<file path="src/rtl/color_centroid_tracker.sv">
// color_centroid_tracker
//
// Camera-domain pixel stage. Each valid in-frame RGB pixel is tested against
// a colour threshold (red high, green/blue low). Matching pixel coordinates
// are summed over the frame together with a match count. At the frame-end
// pixel the sums are snapshotted and a single shared restoring divider
// computes sumX/cnt and then sumY/cnt. The result is presented as one
// {present, row, col} strobe per frame for the downstream async FIFO.
//
// Optional feature macro: CENTROID_PIXCOUNT_EN
//   When defined, adds output oCount, which holds the match count of the
//   most recent result.
//
// Ports:
//   iCLK      camera pixel clock (only clock)
//   iRST      asynchronous active-low reset
//   iDVAL     pixel valid
//   iRed      red component   [11:0]
//   iGreen    green component [11:0]
//   iBlue     blue component  [11:0]
//   iX_Cont   pixel column    [10:0]
//   iY_Cont   pixel row       [10:0]
//   oRow      centroid row    [10:0]
//   oCol      centroid column [10:0]
//   oPresent  object detected in the last reported frame
//   oDVAL     one-cycle result strobe (FIFO write)
//   oOverrun  sticky: a frame ended while the divider was still busy
//   oCount    match count of the last result (CENTROID_PIXCOUNT_EN only)

module color_centroid_tracker #(
  parameter int          H_ACTIVE   = 640,
  parameter int          V_ACTIVE   = 480,
  parameter logic [11:0] R_MIN      = 12'd2048,
  parameter logic [11:0] G_MAX      = 12'd1024,
  parameter logic [11:0] B_MAX      = 12'd1024,
  parameter int          MIN_PIXELS = 16,
  parameter int          COUNT_W    = 19,
  parameter int          SUM_W      = 29
) (
  input  logic               iCLK,
  input  logic               iRST,
  input  logic               iDVAL,
  input  logic [11:0]        iRed,
  input  logic [11:0]        iGreen,
  input  logic [11:0]        iBlue,
  input  logic [10:0]        iX_Cont,
  input  logic [10:0]        iY_Cont,
  output logic [10:0]        oRow,
  output logic [10:0]        oCol,
  output logic               oPresent,
  output logic               oDVAL,
  output logic               oOverrun
`ifdef CENTROID_PIXCOUNT_EN
  ,
  output logic [COUNT_W-1:0] oCount
`endif
);

  localparam logic [10:0]         X_LIM   = 11'(H_ACTIVE);
  localparam logic [10:0]         Y_LIM   = 11'(V_ACTIVE);
  localparam logic [10:0]         X_END   = 11'(H_ACTIVE - 1);
  localparam logic [10:0]         Y_END   = 11'(V_ACTIVE - 1);
  localparam logic [COUNT_W-1:0]  MIN_CNT = COUNT_W'(MIN_PIXELS);
  localparam int                  BC_W    = $clog2(SUM_W);
  localparam logic [BC_W-1:0]     LAST_BIT = BC_W'(SUM_W - 1);

  typedef enum logic [1:0] {IDLE, DIV_X, DIV_Y, DONE} state_t;

  state_t             state;
  logic [SUM_W-1:0]   sum_x, sum_y;
  logic [COUNT_W-1:0] cnt;
  logic [SUM_W-1:0]   snap_x, snap_y;
  logic [COUNT_W-1:0] snap_cnt;
  logic [SUM_W-1:0]   quo;
  logic [COUNT_W-1:0] rem;
  logic [BC_W-1:0]    bit_cnt;
  logic [10:0]        quo_x;

  logic               match, frame_end, cnt_low;
  logic [SUM_W:0]     add_x, add_y;
  logic [COUNT_W:0]   add_c;
  logic [SUM_W-1:0]   frame_x, frame_y;
  logic [COUNT_W-1:0] frame_cnt;
  logic [COUNT_W-1:0] divisor;
  logic [COUNT_W:0]   trial;
  logic               ge;
  logic [COUNT_W-1:0] rem_next;
  logic [SUM_W-1:0]   quo_next;

  assign match = iDVAL && (iX_Cont < X_LIM) && (iY_Cont < Y_LIM) &&
                 (iRed >= R_MIN) && (iGreen <= G_MAX) && (iBlue <= B_MAX);
  assign frame_end = iDVAL && (iX_Cont == X_END) && (iY_Cont == Y_END);

  // Running sums including the current pixel; the carry-out bit of each
  // widened add detects overflow so the value pins at all-ones instead of
  // wrapping.
  always_comb begin
    add_x     = {1'b0, sum_x} + {{(SUM_W-10){1'b0}}, iX_Cont};
    add_y     = {1'b0, sum_y} + {{(SUM_W-10){1'b0}}, iY_Cont};
    add_c     = {1'b0, cnt} + (COUNT_W+1)'(1);
    frame_x   = sum_x;
    frame_y   = sum_y;
    frame_cnt = cnt;
    if (match) begin
      frame_x   = add_x[SUM_W]   ? '1 : add_x[SUM_W-1:0];
      frame_y   = add_y[SUM_W]   ? '1 : add_y[SUM_W-1:0];
      frame_cnt = add_c[COUNT_W] ? '1 : add_c[COUNT_W-1:0];
    end
  end

  // Too few pixels: the result is forced to zero anyway, so divide by one to
  // keep a zero divisor out of the datapath while keeping latency fixed.
  assign cnt_low = snap_cnt < MIN_CNT;
  assign divisor = cnt_low ? COUNT_W'(1) : snap_cnt;

  // One restoring-division step: bring down the next dividend bit, subtract
  // if it fits. The dividend register doubles as the quotient register.
  // rem < divisor always, so the low COUNT_W bits of the subtraction are exact.
  always_comb begin
    trial    = {rem, quo[SUM_W-1]};
    ge       = trial >= {1'b0, divisor};
    rem_next = ge ? (trial[COUNT_W-1:0] - divisor) : trial[COUNT_W-1:0];
    quo_next = {quo[SUM_W-2:0], ge};
  end

  // Accumulators run independently of the divider; the frame-end pixel's
  // contribution goes into the snapshot, so they simply restart at zero.
  always_ff @(posedge iCLK or negedge iRST) begin
    if (!iRST) begin
      sum_x <= '0;
      sum_y <= '0;
      cnt   <= '0;
    end else if (frame_end) begin
      sum_x <= '0;
      sum_y <= '0;
      cnt   <= '0;
    end else begin
      sum_x <= frame_x;
      sum_y <= frame_y;
      cnt   <= frame_cnt;
    end
  end

  // Control FSM, snapshot, divider and result registers.
  always_ff @(posedge iCLK or negedge iRST) begin
    if (!iRST) begin
      state    <= IDLE;
      snap_x   <= '0;
      snap_y   <= '0;
      snap_cnt <= '0;
      quo      <= '0;
      rem      <= '0;
      bit_cnt  <= '0;
      quo_x    <= '0;
      oRow     <= '0;
      oCol     <= '0;
      oPresent <= 1'b0;
      oDVAL    <= 1'b0;
      oOverrun <= 1'b0;
`ifdef CENTROID_PIXCOUNT_EN
      oCount   <= '0;
`endif
    end else begin
      oDVAL <= 1'b0;
      if (frame_end && state != IDLE)
        oOverrun <= 1'b1;
      case (state)
        IDLE: begin
          if (frame_end) begin
            snap_x   <= frame_x;
            snap_y   <= frame_y;
            snap_cnt <= frame_cnt;
            quo      <= frame_x;
            rem      <= '0;
            bit_cnt  <= '0;
            state    <= DIV_X;
          end
        end
        DIV_X: begin
          quo     <= quo_next;
          rem     <= rem_next;
          bit_cnt <= bit_cnt + BC_W'(1);
          if (bit_cnt == LAST_BIT) begin
            quo_x   <= quo_next[10:0];
            quo     <= snap_y;
            rem     <= '0;
            bit_cnt <= '0;
            state   <= DIV_Y;
          end
        end
        DIV_Y: begin
          quo     <= quo_next;
          rem     <= rem_next;
          bit_cnt <= bit_cnt + BC_W'(1);
          if (bit_cnt == LAST_BIT)
            state <= DONE;
        end
        DONE: begin
          oCol     <= cnt_low ? 11'd0 : quo_x;
          oRow     <= cnt_low ? 11'd0 : quo[10:0];
          oPresent <= !cnt_low;
          oDVAL    <= 1'b1;
`ifdef CENTROID_PIXCOUNT_EN
          oCount   <= snap_cnt;
`endif
          state    <= IDLE;
        end
        default: state <= IDLE;
      endcase
    end
  end

endmodule

</file>
<file path="config.mk">
export PLATFORM = sky130hd
export DESIGN_NAME = color_centroid_tracker
export DESIGN_NICKNAME = d
export VERILOG_FILES = /design/src/rtl/color_centroid_tracker.sv
export SDC_FILE = /design/constraint.sdc
export NUM_CORES = 1
export LEC_CHECK = 0
export CORE_MARGIN = 10
export CORE_UTILIZATION = 55
export CTS_CLUSTER_SIZE = 25
export DETAILED_ROUTE_END_ITERATION = 16
export PLACE_DENSITY = 0.82
export SLEW_MARGIN = 20
export SYNTH_ARGS = -nofsm -noshare
export SYNTH_HDL_FRONTEND = slang
export SYNTH_SLANG_ARGS = --single-unit
</file>
<file path="constraint.sdc">
create_clock -name iCLK -period 6.1 [get_ports iCLK]
set_clock_uncertainty 0.1 [all_clocks]
set_input_delay 1.83 -clock iCLK [delete_from_list [all_inputs] [get_ports iCLK]]
set_output_delay 1.83 -clock iCLK [all_outputs]
set_load 0.03 [all_outputs]
</file>
==> impl_metrics.yaml <==
floorplanning:
  chipHeight_um: 169
  start_util: 0.558
  dieArea_sq_um: 28500
  die_w_um: 169
  rows: 54
  core_sq_um: 21800
  pin_count: 86
global_routing:
  track_usage: 0.215
  grt_max_degree: 134
  antenna_found_initial: 0
  grt_pass1_wl_mm: 51.7
  gr-total-overflow: 0
  grt_pass1_vias: 10114
clock_network:
  tritoncts: "yes"
  cts.sinks: 216
  cts_buffer_depth: 3
  htreeDepth: 1
  cts_resized: 0
  root_buffer: "clkbuf_16"
  clock_latency_ns: 0.51
  cts_hold_buf: 0
  cts_made_buffers: 23
  post-cts-setup-buffer-count: 0
  clkTransAtPathRegs_ns: 0.06
timing:
  finalSetupViolations: 0
  hold_violations: 0
  tightestPinTransition_ns: 1.06
  fin_crit_sh: 0.811
  fin_crit_ns: 4.94
  finalSetupTns_ns: 0
  finalMaxSlewViolations: 0
  rsz0062_at_grt: "false"
  max_slew_margin: 0.293
  fmax_ghz: 0.202
worst_setup_path:
  worstPathMaxFanout: 27
  worst_ep_required_time_ns: 6.41
  r2r_slack_ns: 1.16
  start_kind: "flip-flop"
  arrival_ns: 5.25
  endpoint_kind: "flip-flop"
  crit_type: "reg -> reg"
place:
  place_congestion: 0.910
  dp_hpwl_mm: 21.7
  port_buffers: 74
routing:
  viasPerCell: 6.32
  firstDrtPassIters: 6
  wl_per_cell_um: 18.8
  drt_wl_total_mm: 31.6
  vias: 10597
  drt-initial-drc-count: 1115
  drc: 0
  ant_nets: 0
pwr:
  p_leak_nw: 6.15
  p_per_area_nw_per_um2: 361
  ir_drop_mv: 0.180
yosys:
  syn_area_sq_um: 12200
  synth_ff_type: "dfrtp_1"
  syn_avg_cell_area_sq_um: 9.11
  yosysSeqAreaShare: 0.444
  synth_warnings: 0
  synth_edf_count: 0
  syn_nets: 1452
  ys_types: 77
  syn-instance-count: 1338
  ys_ff_latch: 216
  async_flop_share: 1.00
finish:
  drive_gt1_frac: 0.0665
  syn_to_final_growth_pct: 14.8
  antenna-diode-count: 0
  fill_cells: 1740
  finalNetCount: 1496
  final_util: 0.641
flow_run:
  cap_violations: 0
worst_hold_path:
  hold_class: "reg -> reg"
outcome:
  status: "completed"
-- synth_stat cells, types with 26 or more instances --
master	n	share of area
a21oi_1	75	0.031
a31oi_1	32	0.016
clkbuf_1	60	0.018
dfrtp_1	216	0.44
ha_1	50	0.051
inv_1	79	0.024
nand2_1	133	0.041
nand3_1	37	0.015
nand4_1	26	0.013
nor2_1	137	0.042
o21ai_0	78	0.032
o22ai_1	39	0.020
xor2_1	28	0.020
-- worst max-delay path, cell delays in order (launching register included) --
cell and delay (ns):
dfrtp_1 0.39, nor4_1 0.34, and4_1 0.90, nand2b_1 0.23, inv_1 0.06, fa_1 0.43, nand2b_1 0.20, a21oi_1 0.34
o211ai_1 0.20, a21o_1 0.21, a21oi_1 0.69, nand2_1 0.40, o21ai_0 0.33
-- path summary, 6_finish.rpt --
path	startpoint	to	cells after the start
min in group asynchronous	iRST	rem[7]	1
max	snap_cnt[13]	rem[14]	12
max in group asynchronous	iRST	sum_y[22]	2
min	oOverrun	oOverrun	1
min reg2reg	oOverrun	oOverrun	1
max reg2reg	snap_cnt[13]	rem[14]	12
-- cells by family after synthesis --
kind of cell	Yosys count	share of synthesized area
XOR/XNOR	50	0.0359
flip-flops	216	0.444
AND/OR/NAND/NOR	440	0.172
adder cells (fa/ha/maj)	53	0.0563
multiplexers	35	0.0303
AO/OA/AOI/OAI	396	0.216
buffers and inverters	148	0.0467
-- power by group --
part	total (mW)	internal (mW)	leakage [nW]	switching [mW]
clock	1.54	0.952	0.406	0.587
combinational	1.81	0.710	2.80	1.10
sequential	1.69	1.57	2.94	0.116
-- placed cells by master (no fill, tap or decap), types with 22 or more instances in the layout --
cell	instances
a21oi_1	75
a31oi_1	32
clkbuf_16	23
clkdlybuf4s50_1	73
dfrtp_1	216
ha_1	50
inv_1	79
nand2_1	132
nand3_1	37
nand4_1	26
nor2_1	137
nor3_1	24
o21ai_0	78
o22ai_1	39
xnor2_1	22
xor2_1	28
-- layout make-up --
type | count | area, sq um | share of cell area
clock buffer | 30 | 642 | 0.0459
clock inverter | 11 | 186 | 0.0133
inverter | 79 | 297 | 0.0212
multi-input combinational | 974 | 6240 | 0.446
sequential | 216 | 5410 | 0.386
tap | 280 | 350 | 0.0250
timing repair buffer | 88 | 863 | 0.0617
-- registers in the layout, indices dropped and copies added, names as in the netlist --
name / flops
bit_cnt: 5
cnt: 19
oCol: 11
oDVAL: 1
oOverrun: 1
oPresent: 1
oRow: 11
quo: 29
quo_x: 11
rem: 19
snap_cnt: 19
snap_y: 29
state: 2
sum_x: 29
sum_y: 29
-- stage by stage --
step	power, mW	hold slack [ns]	setup WS [ns]	cells	area [sq um]
after global routing	5.29	0.416	0.839	1678	14000
after global placement	3.42	0.372	0.995	1637	13200
after CTS	5.02	0.388	1.23	1678	14000
final	5.04	0.389	1.16	1678	14000
after floorplan	3.01	0.342	2.04	1338	12200
after detailed placement	3.48	0.370	0.924	1637	13200
-- routing by layer --
metal,part of all wire,GRT usage,vias to the layer above
met4,0.019,0.0537,0
li1,-,-,4963
met2,0.45,0.330,462
met1,0.45,0.312,5113
met3,0.087,0.0343,59
met5,0,0,-
(Power assumes the default switching activity.)
